--- config.mk ---
export PLATFORM = sky130hd
export DESIGN_NAME = tx_frame_scheduler
export DESIGN_NICKNAME = d
export VERILOG_FILES = /design/src/rtl/tx_pkg.sv /design/src/rtl/rr_arbiter2.sv /design/src/rtl/tx_frame_scheduler.sv
export SDC_FILE = /design/constraint.sdc
export NUM_CORES = 1
export LEC_CHECK = 0
export CORE_MARGIN = 8
export CORE_UTILIZATION = 52
export DETAILED_ROUTE_END_ITERATION = 6
export PLACE_DENSITY_LB_ADDON = 0.08
export SLEW_MARGIN = 20
export SYNTH_ARGS = -nofsm -noshare
export SYNTH_HDL_FRONTEND = slang
export SYNTH_SLANG_ARGS = --single-unit
--- constraint.sdc ---
create_clock -name i_clk -period 3.2 [get_ports i_clk]
set_input_delay 0.32 -clock i_clk [delete_from_list [all_inputs] [get_ports i_clk]]
set_output_delay 0.32 -clock i_clk [all_outputs]
set_load 0.01 [all_outputs]
--- src/rtl/tx_pkg.sv ---
// Shared definitions for the transmit frame scheduler: FSM encoding, default sizing, buffer helpers.
// Latency: n/a (package only).
// Backpressure: n/a (package only).
package tx_pkg;

   // Default sizing. MAX_LEN + 2 must fit in BUF_DEPTH because the two length bytes precede the payload.
   localparam int TX_BUF_DEPTH = 1024;
   localparam int TX_MAX_LEN   = 1000;
   localparam int TX_TIMEOUT   = 255;

   // FSM encoding, kept as plain 4-bit constants so older tooling can decode state dumps.
   localparam logic [3:0] ST_IDLE   = 4'd0;
   localparam logic [3:0] ST_CHECK  = 4'd1;
   localparam logic [3:0] ST_MARK   = 4'd2;
   localparam logic [3:0] ST_LEN0   = 4'd3;
   localparam logic [3:0] ST_LEN1   = 4'd4;
   localparam logic [3:0] ST_DATA   = 4'd5;
   localparam logic [3:0] ST_COMMIT = 4'd6;
   localparam logic [3:0] ST_ABORT  = 4'd7;
   localparam logic [3:0] ST_REJECT = 4'd8;

   // Everything the scheduler presents to the transmitter buffer in one cycle.
   typedef struct packed {
      logic       push_write_index;
      logic       pop_write_index;
      logic       push_frame;
      logic       data_we;
      logic [7:0] data;
   } tx_side_t;

   // A payload length is acceptable when it is non-zero and no larger than max_len.
   function automatic logic len_ok(input logic [15:0] len, input int max_len);
      return (len != 16'd0) && (32'(len) <= 32'(max_len));
   endfunction

   // True when the buffer has room for the two length bytes plus the payload.
   // Done as occupancy + need <= depth in 18 bits so an over-reported occupancy never wraps into "room".
   function automatic logic space_ok(input logic [15:0] buf_size, input logic [15:0] len, input int depth);
      logic [17:0] need;
      need = 18'(buf_size) + 18'(len) + 18'd2;
      return need <= 18'(depth);
   endfunction

endpackage

--- src/rtl/rr_arbiter2.sv ---
// Two-way round-robin arbiter: offers the requester not served last, a first after reset.
// Latency: grant is combinational from req; the last-served pointer updates on the accepting edge.
// Backpressure: the offer is held until accept; with no accept the pointer never moves.
module rr_arbiter2
   import tx_pkg::*;
(
   input  logic       i_clk,
   input  logic       i_rst,
   input  logic [1:0] req,
   input  logic       accept,
   output logic [1:0] gnt
);

   // 1 when requester b was served most recently; reset to 1 so that a wins first.
   logic last_b;

   // Offer a single grant: a lone requester always wins, a tie goes to whoever was not served last.
   always_comb begin
      gnt = 2'b00;
      if (req[0] && req[1]) begin
         gnt = last_b ? 2'b01 : 2'b10;
      end else begin
         gnt = req;
      end
   end

   // Remember which side was served once the offer is taken.
   always_ff @(posedge i_clk or posedge i_rst) begin
      if (i_rst) begin
         last_b <= 1'b1;
      end else if (accept && (gnt != 2'b00)) begin
         last_b <= gnt[1];
      end
   end

endmodule

--- src/rtl/tx_frame_scheduler.sv ---
// Two-requester frame scheduler: arbitrates, reserves buffer room, writes 2 length bytes + payload, commits or aborts.
// Latency: grant one cycle after arbitration in IDLE; accepted payload bytes appear on o_data the same cycle.
// Backpressure: holds in CHECK until the buffer has room; o_ready_x only in DATA; a stall of TIMEOUT cycles aborts.
module tx_frame_scheduler
   import tx_pkg::*;
#(
   parameter int BUF_DEPTH = TX_BUF_DEPTH,
   parameter int MAX_LEN   = TX_MAX_LEN,
   parameter int TIMEOUT   = TX_TIMEOUT
)(
   input  logic        i_clk,
   input  logic        i_rst,
   // requester a
   input  logic        i_req_a,
   input  logic [15:0] i_len_a,
   input  logic [7:0]  i_data_a,
   input  logic        i_valid_a,
   output logic        o_ready_a,
   output logic        o_grant_a,
   output logic        o_done_a,
   output logic        o_err_a,
   // requester b
   input  logic        i_req_b,
   input  logic [15:0] i_len_b,
   input  logic [7:0]  i_data_b,
   input  logic        i_valid_b,
   output logic        o_ready_b,
   output logic        o_grant_b,
   output logic        o_done_b,
   output logic        o_err_b,
   // transmitter buffer side
   input  logic [15:0] i_buf_size,
   output logic [7:0]  o_data,
   output logic        o_data_we,
   output logic        o_push_write_index,
   output logic        o_pop_write_index,
   output logic        o_push_frame,
   output logic        o_busy
);

   logic [3:0]  state;
   logic [3:0]  state_nxt;
   logic        sel_b;       // requester owning the current frame (1 = b)
   logic [15:0] len_q;       // latched payload length
   logic [15:0] remain_q;    // payload bytes still to come
   logic [15:0] idle_q;      // consecutive DATA cycles without a transfer
   logic [1:0]  arb_gnt;
   logic        arb_accept;
   logic        cur_req;
   logic        cur_valid;
   logic [7:0]  cur_data;
   logic        xfer;
   logic        in_done;
   logic        in_err;
   tx_side_t    tx;

   // The arbiter is only consulted in IDLE, so a request arriving mid-frame simply waits.
   assign arb_accept = (state == ST_IDLE);

   rr_arbiter2 u_arb (
      .i_clk  (i_clk),
      .i_rst  (i_rst),
      .req    ({i_req_b, i_req_a}),
      .accept (arb_accept),
      .gnt    (arb_gnt)
   );

   // Signals of whichever requester owns the frame.
   assign cur_req   = sel_b ? i_req_b   : i_req_a;
   assign cur_valid = sel_b ? i_valid_b : i_valid_a;
   assign cur_data  = sel_b ? i_data_b  : i_data_a;

   // o_ready is simply "in DATA", so a transfer is the owner's valid during DATA.
   assign xfer = (state == ST_DATA) && cur_valid;

   // Next-state decision for the frame sequence.
   always_comb begin
      state_nxt = state;
      case (state)
         ST_IDLE: begin
            if (arb_gnt != 2'b00) state_nxt = ST_CHECK;
         end
         ST_CHECK: begin
            if (!len_ok(len_q, MAX_LEN))                   state_nxt = ST_REJECT;
            else if (space_ok(i_buf_size, len_q, BUF_DEPTH)) state_nxt = ST_MARK;
         end
         ST_MARK:   state_nxt = ST_LEN0;
         ST_LEN0:   state_nxt = ST_LEN1;
         ST_LEN1:   state_nxt = ST_DATA;
         ST_DATA: begin
            // A withdrawn request wins over everything else, including a final byte in the same cycle.
            if (!cur_req)                                   state_nxt = ST_ABORT;
            else if (xfer && (remain_q == 16'd1))           state_nxt = ST_COMMIT;
            else if (!xfer && (idle_q == 16'(TIMEOUT - 1))) state_nxt = ST_ABORT;
         end
         ST_COMMIT: state_nxt = ST_IDLE;
         ST_ABORT:  state_nxt = ST_IDLE;
         ST_REJECT: state_nxt = ST_IDLE;
         default:   state_nxt = ST_IDLE;
      endcase
   end

   // State register.
   always_ff @(posedge i_clk or posedge i_rst) begin
      if (i_rst) begin
         state <= ST_IDLE;
      end else begin
         state <= state_nxt;
      end
   end

   // Capture frame owner and its length at the moment of arbitration.
   always_ff @(posedge i_clk or posedge i_rst) begin
      if (i_rst) begin
         sel_b <= 1'b0;
         len_q <= 16'd0;
      end else if ((state == ST_IDLE) && (arb_gnt != 2'b00)) begin
         sel_b <= arb_gnt[1];
         len_q <= arb_gnt[1] ? i_len_b : i_len_a;
      end
   end

   // Payload down-counter and stall counter; both restart as the frame enters DATA.
   always_ff @(posedge i_clk or posedge i_rst) begin
      if (i_rst) begin
         remain_q <= 16'd0;
         idle_q   <= 16'd0;
      end else if (state == ST_LEN1) begin
         remain_q <= len_q;
         idle_q   <= 16'd0;
      end else if (state == ST_DATA) begin
         if (xfer) begin
            remain_q <= remain_q - 16'd1;
            idle_q   <= 16'd0;
         end else begin
            idle_q   <= idle_q + 16'd1;
         end
      end else begin
         idle_q <= 16'd0;
      end
   end

   // Transmitter strobes: one per state, so they can never overlap; o_data is zero unless writing.
   always_comb begin
      tx = '0;
      case (state)
         ST_MARK: tx.push_write_index = 1'b1;
         ST_LEN0: begin
            tx.data_we = 1'b1;
            tx.data    = len_q[7:0];
         end
         ST_LEN1: begin
            tx.data_we = 1'b1;
            tx.data    = len_q[15:8];
         end
         ST_DATA: begin
            if (xfer) begin
               tx.data_we = 1'b1;
               tx.data    = cur_data;
            end
         end
         ST_COMMIT: tx.push_frame      = 1'b1;
         ST_ABORT:  tx.pop_write_index = 1'b1;
         default:   tx = '0;
      endcase
   end

   assign o_data             = tx.data;
   assign o_data_we          = tx.data_we;
   assign o_push_write_index = tx.push_write_index;
   assign o_pop_write_index  = tx.pop_write_index;
   assign o_push_frame       = tx.push_frame;

   // Requester-facing status, all decoded from the registered state.
   assign in_done   = (state == ST_COMMIT) || (state == ST_ABORT) || (state == ST_REJECT);
   assign in_err    = (state == ST_ABORT)  || (state == ST_REJECT);
   assign o_busy    = (state != ST_IDLE);
   assign o_grant_a = o_busy && !sel_b;
   assign o_grant_b = o_busy &&  sel_b;
   assign o_ready_a = (state == ST_DATA) && !sel_b;
   assign o_ready_b = (state == ST_DATA) &&  sel_b;
   assign o_done_a  = in_done && !sel_b;
   assign o_done_b  = in_done &&  sel_b;
   assign o_err_a   = in_err  && !sel_b;
   assign o_err_b   = in_err  &&  sel_b;

   // Buffer strobes are mutually exclusive and done is a single-cycle pulse.
   a_strobe_excl: assert property (@(posedge i_clk) disable iff (i_rst)
      $onehot0({o_push_write_index, o_pop_write_index, o_push_frame, o_data_we}));
   a_done_pulse: assert property (@(posedge i_clk) disable iff (i_rst)
      (o_done_a || o_done_b) |=> !(o_done_a || o_done_b));

endmodule

==> impl_metrics.toml <==
[synthesis]
syn_area_um2 = 4340
synth_top_area_share_pct = 30.5
synth_area_leaders = "dfrtp_1 (31%), ha_1 (10%), nor2_1 (6.9%)"
avgSynthCellArea_um2 = 8.16
yosys.area.top_type = "dfrtp_1"
synth-main-ff-cell = "dfrtp_1"
yosysSeqAreaShare_pct = 31.1
synth_fp_nets = 638
ys_seq_elements = 54
synth_edf_count = 0
async_reset_ff_share_pct = 100
synth_cell_types = 56
netlist_instances = 532
yosys_warnings = 0

[power]
clock_power_share_pct = 11.2
cellLeakagePower_uw = 0.00224
combPwrFrac_pct = 61.0
power.switching_uw = 1750
finalPower_uw = 3770
netSwitchingFraction_pct = 46.5
peakVddDrop_v = 0.000530
power.internal_uw = 2020
power.density_nw_per_um2 = 686
seqPwrFrac_pct = 27.8

[cells_and_area]
n_fill_cell = 721
area.growth.synth_to_final_pct = 26.5
mostFrequentLayoutCell = "clkdlybuf4s50_1"
diodes = 0
final_cell_mix = "clkdlybuf4s50_1 (90), nor2_1 (79), a21oi_1 (56)"
drive_above_1_share_pct = 6.62
final_nets = 724
finalInstanceArea_um2 = 5500

[place]
detailed_place_hpwl_mm = 9.61
place.gp.congestion = 0.944
port_buffers = 90
dp_worst_setup_slack_ns = -0.175
place_area_um2 = 5390

[drt]
drt_iter0_drc = 206
dr.pass1.iters = 5
drc = 0
via_per_inst = 5.83
postRouteAntennaNets = 0
drt_wl_total_mm = 12.2
drt-wirelength-per-cell_um = 16.8
vias = 4221

[global_routing]
grt_util_met3_pct = 5.63
grt_max_degree = 34
grt_pass1_wl_mm = 20.3
met1_usage_pct = 28.1
grt_antenna_before_repair = 0
grt_pass1_vias = 4084
use_met2_pct = 34.2
top_usage_layer = "met2"
overflow = 0
grt_util_all_layers_pct = 21.4

[floorplanning]
start_util_pct = 53.1
core-area_um2 = 8180
die_y_um = 107
io_pins = 91
die_width_um = 107
rows = 33
die_area_um2 = 11500

[clocking]
cts_buffers = 5
cts_buffer_depth = 2
post_cts_resized = 0
post_cts_buffers = 0
clk_pin_slew_ns = 0.12
clkSinkCount = 54
cts_tree = "yes"
clk_latency_ns = 0.33
cts_hold_buf = 0
cts_max_level = 2
cts-root-buf = "clkbuf_8"

[setup_path]
critical_path_class = "in -> reg"
cp_slowest_stage_delay_ns = 0.45
crit_top_cell = "inv_1"
crit_path_end_kind = "flop"
critPathMaxFanout = 3
required_ns = 3.42
crit_path_start_kind = "input pin"
crit_arrival_ns = 3.20
path_delay_family = "adder cells"
crit_chain = "clkdlybuf4s50_1, inv_1, ha_1, inv_1, ha_1, inv_1, fa_1, nand2b_1, a211oi_2, nor2_1, o21ai_0, mux2i_1, nand4_1, o31ai_1"
crit_slowest_cell = "clkdlybuf4s50_1"
critPathBufInv = 4

[sta]
period_share_pct = 93.0
fin_ws_ns = 0.223
timing.fmax_ghz = 0.336
finClkSkew_ns = 0.0170
maxSlewViolCount = 0
rsz0062_at_grt = "false"
hold_viol = 0
tightest_slew_ns = 0.729
max_slew_margin_pct = 51.0
finalSetupViolCount = 0
tns_ns = 0
finalCriticalPeriod_ns = 2.98

[run]
max_cap_viol_count = 0

[status]
outcome = "completed"

[worst_hold_path]
worstHoldPathType = "in -> async"
## metal layers
metal	wire (µm)	share of wire, %
met5	0	0
met4	155	1.3
met3	969	8.0
met2	5570	46
met1	5490	45
## power groups by stage
stage	Clock, µW	Combinational, µW	Sequential [µW]
global route	454	2560	1070
finish	421	2300	1050
detailed placement	0	2240	1060
CTS	435	2250	1050
floorplan	0	1650	970
global placement	0	2190	1060
## worst paths after layout
| path | to | from | slack [ns] | cells past startpoint |
|---|---|---|---|---|
| max | state[1] | i_buf_size[1] | 0.22 | 14 |
| min | idle_q[13] | i_rst | 0.36 | 2 |
| max reg2reg | state[1] | len_q[5] | 0.23 | 9 |
| min reg2reg | idle_q[0] | idle_q[0] | 0.51 | 1 |
| max in group asynchronous | u_arb.last_b | i_rst | 1.98 | 3 |
| min in group i_clk | idle_q[0] | idle_q[0] | 0.51 | 1 |
## cell usage after synthesis (3+ instances only)
master and number:
nor4b_1 5, nand2_1 38, a22oi_1 8, and3_1 6, a21oi_1 56, xor2_1 13
nand3_1 14, o211ai_1 5, nor3_1 13, a21o_1 7, nor2_1 80, nand2b_1 9
nor4_1 5, buf_1 4, a211oi_1 3, and2_1 7, mux2i_1 29, o21ai_0 43
ha_1 35, nor3b_1 3, buf_2 5, nand4_1 4, clkbuf_1 16, o31ai_1 4
o21bai_1 4, xnor2_1 7, dfrtp_1 53, or2_2 4, inv_1 15
## registers in the layout (all words and copies together), names as in the netlist
register and count:
idle_q 16, remain_q 16, u_arb.last_b 1, state 4, sel_b 1, len_q 16
## logic make-up after synthesis
kind of cell	after synthesis	synth area share (%)
multiplexers	31	7.20
AO/OA/AOI/OAI	148	20.1
adder cells (fa/ha/maj)	36	10.5
buffers and inverters	40	3.60
XOR/XNOR	20	4.03
flip-flops	54	31.1
AND/OR/NAND/NOR	203	23.4
## cell type report
type                            count  area, µm²  area share (%)
Clock buffer                        5       68.8            1.25
Clock inverter                      3       28.8           0.524
Inverter                           15       56.3            1.02
Multi-Input combinational cell    438       2850            51.9
Sequential cell                    54       1350            24.6
Tap cell                          105        131            2.39
Timing Repair Buffer              104       1010            18.3
## per-stage QoR
step	instances	hold slack [ns]	utilization [%]
CTS	724	0.377	67.1
floorplan	532	0.390	-
global route	724	0.423	67.2
detailed placement	716	0.484	65.9
global placement	716	0.472	65.9
finish	724	0.363	67.2
Power figures use the tool's default switching activity.
